--- src/rtl/alu_arbiter.sv ---
// alu_arbiter
//
// Shares a single ALU between two requesters with valid/ready handshakes.
// Each cycle the arbiter may grant one requester, drives the ALU with that
// requester's opcode and operands, and captures the ALU result and zero flag
// into a one-entry response buffer that is returned to the granted requester
// (the owner). The buffer can be drained and refilled in the same cycle, so
// an owner that keeps its response ready high sees one operation per cycle.
//
// Build option:
//   ALU_ARB_ROUND_ROBIN_EN  defined   -> ties alternate between requesters,
//                                        starting with req0 after reset.
//                           undefined -> fixed priority, req0 wins every tie
//                                        (req1 can starve under continuous
//                                        req0 traffic; this is intended).
//
// Ports:
//   iCLK, iRST                     clock (rising edge), synchronous active-high reset
//   iReqXValid / oReqXReady        request handshake (ready = granted this cycle)
//   iReqXControl, iReqXA, iReqXB   opcode and operands of requester X
//   oRspXValid / iRspXReady        response handshake, only the owner sees valid
//   oRspResult, oRspZero           registered ALU result / zero flag (shared bus)
//   oAluControl, oAluA, oAluB      to the ALU inputs (zero when nothing granted)
//   iAluResult, iAluZero           from the ALU outputs

module alu_arbiter #(
  parameter int unsigned DATA_W = 32,
  parameter int unsigned CTRL_W = 5
) (
  input  logic              iCLK,
  input  logic              iRST,
  // requester 0
  input  logic              iReq0Valid,
  output logic              oReq0Ready,
  input  logic [CTRL_W-1:0] iReq0Control,
  input  logic [DATA_W-1:0] iReq0A,
  input  logic [DATA_W-1:0] iReq0B,
  // requester 1
  input  logic              iReq1Valid,
  output logic              oReq1Ready,
  input  logic [CTRL_W-1:0] iReq1Control,
  input  logic [DATA_W-1:0] iReq1A,
  input  logic [DATA_W-1:0] iReq1B,
  // responses
  output logic              oRsp0Valid,
  input  logic              iRsp0Ready,
  output logic              oRsp1Valid,
  input  logic              iRsp1Ready,
  output logic [DATA_W-1:0] oRspResult,
  output logic              oRspZero,
  // ALU side
  output logic [CTRL_W-1:0] oAluControl,
  output logic [DATA_W-1:0] oAluA,
  output logic [DATA_W-1:0] oAluB,
  input  logic [DATA_W-1:0] iAluResult,
  input  logic              iAluZero
);

  typedef enum logic [0:0] {
    StIdle, // response buffer empty
    StResp  // response buffer holds a result for owner_q
  } state_e;

  state_e              state_q, state_d;
  logic                owner_q, owner_d;
  logic [DATA_W-1:0]   result_q, result_d;
  logic                zero_q, zero_d;

  logic                owner_accept;
  logic                can_grant;
  logic                tie_pick1;
  logic                grant0;
  logic                grant1;

`ifdef ALU_ARB_ROUND_ROBIN_EN
  // Index of the most recent grant; reset to 1 so req0 wins the first tie.
  logic                last_q, last_d;
`endif

  // ---------------------------------------------------------------------------
  // Arbitration
  // ---------------------------------------------------------------------------

  // Only the owner's response ready matters; the other requester's is ignored.
  assign owner_accept = (state_q == StResp) && (owner_q ? iRsp1Ready : iRsp0Ready);

  // The buffer is free now, or is being drained this very cycle.
  assign can_grant = !iRST && ((state_q == StIdle) || owner_accept);

`ifdef ALU_ARB_ROUND_ROBIN_EN
  assign tie_pick1 = (last_q == 1'b0);
`else
  assign tie_pick1 = 1'b0;
`endif

  // A single valid requester is always served; on a tie tie_pick1 decides.
  assign grant0 = can_grant && iReq0Valid && !(iReq1Valid && tie_pick1);
  assign grant1 = can_grant && iReq1Valid && !(iReq0Valid && !tie_pick1);

  // ---------------------------------------------------------------------------
  // State register
  // ---------------------------------------------------------------------------

  always_ff @(posedge iCLK) begin
    if (iRST) begin
      state_q  <= StIdle;
      owner_q  <= 1'b0;
      result_q <= '0;
      zero_q   <= 1'b0;
`ifdef ALU_ARB_ROUND_ROBIN_EN
      last_q   <= 1'b1;
`endif
    end else begin
      state_q  <= state_d;
      owner_q  <= owner_d;
      result_q <= result_d;
      zero_q   <= zero_d;
`ifdef ALU_ARB_ROUND_ROBIN_EN
      last_q   <= last_d;
`endif
    end
  end

  // ---------------------------------------------------------------------------
  // Next-state logic
  // ---------------------------------------------------------------------------

  always_comb begin
    state_d  = state_q;
    owner_d  = owner_q;
    result_d = result_q;
    zero_d   = zero_q;
`ifdef ALU_ARB_ROUND_ROBIN_EN
    last_d   = last_q;
`endif

    if (grant0 || grant1) begin
      // A grant refills the buffer, replacing any response accepted this cycle.
      state_d  = StResp;
      owner_d  = grant1;
      result_d = iAluResult;
      zero_d   = iAluZero;
`ifdef ALU_ARB_ROUND_ROBIN_EN
      last_d   = grant1;
`endif
    end else if (owner_accept) begin
      // Drained with nothing new: result/zero keep their last value.
      state_d = StIdle;
    end
  end

  // ---------------------------------------------------------------------------
  // Outputs
  // ---------------------------------------------------------------------------

  always_comb begin
    oReq0Ready  = grant0;
    oReq1Ready  = grant1;
    oRsp0Valid  = (state_q == StResp) && !owner_q;
    oRsp1Valid  = (state_q == StResp) && owner_q;
    oAluControl = '0;
    oAluA       = '0;
    oAluB       = '0;
    if (grant0) begin
      oAluControl = iReq0Control;
      oAluA       = iReq0A;
      oAluB       = iReq0B;
    end else if (grant1) begin
      oAluControl = iReq1Control;
      oAluA       = iReq1A;
      oAluB       = iReq1B;
    end
  end

  assign oRspResult = result_q;
  assign oRspZero   = zero_q;

`ifndef SYNTHESIS
  // Internal consistency checks.
  always_ff @(posedge iCLK) begin
    if (!iRST) begin
      a_one_grant : assert (!(grant0 && grant1))
        else $error("alu_arbiter: both requesters granted");
      a_grant_free : assert (!(grant0 || grant1) || can_grant)
        else $error("alu_arbiter: grant while buffer busy");
      a_grant_valid : assert ((!grant0 || iReq0Valid) && (!grant1 || iReq1Valid))
        else $error("alu_arbiter: grant without request");
    end
  end
`endif

endmodule
--- config.mk ---
export PLATFORM = sky130hd
export DESIGN_NAME = alu_arbiter
export DESIGN_NICKNAME = d
export VERILOG_FILES = /design/src/rtl/alu_arbiter.sv
export SDC_FILE = /design/constraint.sdc
export NUM_CORES = 1
export LEC_CHECK = 0
export ABC_AREA = 1
export CAP_MARGIN = 10
export CORE_AREA = 2 2 109 111
export CTS_CLUSTER_DIAMETER = 30
export DETAILED_ROUTE_END_ITERATION = 8
export DIE_AREA = 0 0 111 113
export MAX_ROUTING_LAYER = met4
export PLACE_DENSITY = 0.7
export SETUP_SLACK_MARGIN = 0.15
export SLEW_MARGIN = 25
export SYNTH_ARGS = -nofsm -noshare
export SYNTH_HDL_FRONTEND = slang
export SYNTH_SLANG_ARGS = --single-unit
--- constraint.sdc ---
create_clock -name iCLK -period 1.2 [get_ports iCLK]
set_input_delay 0.12 -clock iCLK [delete_from_list [all_inputs] [get_ports iCLK]]
set_output_delay 0.12 -clock iCLK [all_outputs]
set_load 0.005 [all_outputs]
==> impl_metrics.csv <==
group,metric,value,unit
outcome,run_status,"complete, but fails checks",
outcome,failed_checks,"setup timing",
sta,rsz0062_at_grt,"true",
global_route,grt_max_degree,54,
clock_network,clk_latency,280,ps
routing,wl,16.3,mm
sta,fin_ws,-537,ps
global_route,grt_use_met1,27.1,%
global_route,grt_busiest_layer,"met2",
routing,vias,4257,
die,core-area,11300,um^2
critical_path,critPathSlowestCell,"dfxtp_4",
sta,min_period,1740,ps
logic_synthesis,synth.avg_cell_area,5.55,um^2
critical_path,crit_family,"buffers and inverters",
routing,drt_iter0_drc,219,
sta,timing.final.crit_share,145,%
global_route,met3_usage,6.91,%
place,place_ws,-945,ps
logic_synthesis,yosysTopAreaCell,"nand2_1",
sta,worst_hold_slack,429,ps
die,die_w,111,um
power,ir_drop,0.554,mV
logic_synthesis,synthDominantCellAreaShare,35.7,%
global_route,grt_pass1_wl,23.5,mm
die,initial_core_util,22.7,%
logic_synthesis,netlist-cell-type-count,16,
critical_path,critPathKind,"reg -> out",
sta,finClkSkew,6.20,ps
sta,tightest_slew,379,ps
critical_path,slowest_delay,360,ps
final_layout,design_area,6780,um^2
critical_path,crit_path_cell_trace,"inv_2 > nand2_2 > nand3_4 > nand3_4 > inv_8 > buf_6 > buf_6 > buf_16 > nand2_2 > nand2_1 > buf_2",
routing,wl_per_cell,17.6,um
critical_path,crit_arrival,1620,ps
logic_synthesis,syn_nets,639,
routing,ant_nets,0,
global_route,grt_util_met2,42.6,%
final_layout,fin_cells,923,
critical_path,worstPathRequired,1080,ps
final_layout,fin_util,60.1,%
clock_network,cts_tree,"done",
place,hpwl,11.2,mm
clock_network,cts-root-buf,"clkbuf_16",
clock_network,cts.clk_slew.worst_paths,60,ps
critical_path,start_kind,"flop",
routing,drc,0,
final_layout,num-nets-final,954,
global_route,grt_pass1_vias,4251,
critical_path,worstPathMaxFanout,8,
place,place_inst,874,
die,num_rows,39,
logic_synthesis,syn_area,2560,um^2
die,die_height,113,um
global_route,grt-ovfl-total,0,
place,placed_area,5640,um^2
sta,hold_viol_final,0,
die,ios,283,
sta,relSlewSlack,74.7,%
die,dieArea,12500,um^2
clock_network,h-tree-depth,2,
global_route,grtUsageTotal,24.5,%
routing,dr.pass1.iters,4,
sta,slew_viol_final,0,
clock_network,clk_path_buf_depth,2,
logic_synthesis,synth.area.top_cells,"nand2_1, dfxtp_1, o2111ai_1",
logic_synthesis,netlist_instances,462,
power,p_leak,0.00349,uW
global_route,antenna_found_initial,2,
place,place_congestion,1.03,
critical_path,crit_path_end_kind,"primary output",
final_layout,drive_above_1_share,36.6,%
sta,fmax,576,MHz
logic_synthesis,ys_seq_elements,35,
sta,setup_viol,106,
logic_synthesis,ys_seq_area_share,27.3,%
clock_network,cts_buffers,5,
clock_network,hold_buffers,0,
power,p_per_area,744,nW/um^2
place,numPortBuffers,282,
logic_synthesis,ys_warn_count,0,
clock_network,cts_sinks,35,
routing,vias_per_cell,4.61,
hold_path,hp-class,"in -> reg",
final_layout,areaGrowthSynthToFinish,164,%
critical_path,cp_num_buf_inv,6,
run,cap_violations,0,
==> report_power, final <==
group          leakage [uW]  internal [uW]  total, uW  switching [uW]
Sequential         0.000291           1270       1320            58.3
Combinational       0.00311           1290       2170             886
Clock             0.0000875           1040       1540             501
Total               0.00349           3600       5040            1450
==> cell families after synthesis <==
kind of cell           after synthesis  synth area share, %
AOI/OAI and AO/OA                   34                 11.5
and+or+nand+nor                    317                 48.1
DFF                                 35                 27.3
buffers and inverters               76                 13.1
==> sequential cells by signal, summed over array words and instances, names as in the netlist <==
name        cells
owner_q         1
oRspResult     32
oRspZero        1
state_q         1
==> repair_timing <==
item                       4_1_cts  5_1_grt
setup buffers                   23        3
setup endpoints to repair      141      108
pin swaps                       27       44
gates cloned                    10        3
resized for setup              436      120
==> metal layers <==
layer  part of all wire (%)  vias to the layer above
met5                      0                        -
met4                    3.8                        0
met3                    7.1                       38
met2                     50                      185
met1                     39                     1962
li1                       -                     2072
==> per-stage QoR <==
stage / total power, uW / setup TNS [ps]
finish: 5040 / -36340
global route: 5280 / -44370
CTS: 4870 / -39420
detailed placement: 3160 / -71060
global placement: 3140 / -71030
floorplan: 1920 / 0
==> cell usage in the layout (no fill, tap or decap), types with 28 or more instances in the layout <==
cell type        instances
dlygate4sd2_1           33
buf_6                   33
inv_1                   35
dfxtp_1                 31
clkdlybuf4s50_1        176
nand2_1                129
buf_2                   52
o2111ai_1               28
nor2_1                  59
nand2_2                 89
==> layout make-up <==
| type | count | area (um^2) |
|---|---|---|
| Antenna cell | 2 | 5.00 |
| Clock buffer | 6 | 139 |
| Clock inverter | 2 | 38.8 |
| Fill cell | 971 | 4500 |
| Inverter | 41 | 169 |
| Multi-Input combinational cell | 351 | 2010 |
| Sequential cell | 35 | 708 |
| Tap cell | 143 | 179 |
| Timing Repair Buffer | 343 | 3530 |
==> final timing paths <==
| kind | from | depth (start not counted) | slack [ps] | to |
|---|---|---|---|---|
| worst max-delay path | owner_q | 11 | -540 | oAluA[5] |
| worst max register to register | owner_q | 9 | -190 | oRspResult[31] |
| worst min register to register | oRspResult[27] | 2 | 470 | oRspResult[27] |
| worst min-delay path | iRST | 2 | 430 | state_q |
==> cell usage after synthesis <==
| master | count |
|---|---|
| clkbuf_1 | 12 |
| nor2_1 | 68 |
| dfxtp_1 | 35 |
| nand3_4 | 2 |
| inv_1 | 37 |
| o2111ai_1 | 33 |
| clkinv_1 | 1 |
| buf_2 | 19 |
| inv_2 | 3 |
| nand2_1 | 244 |
| buf_4 | 1 |
| nand2_4 | 1 |
| nand3_2 | 1 |
| buf_6 | 3 |
| a31oi_1 | 1 |
| nand3_1 | 1 |
(Power assumes the default switching activity.)
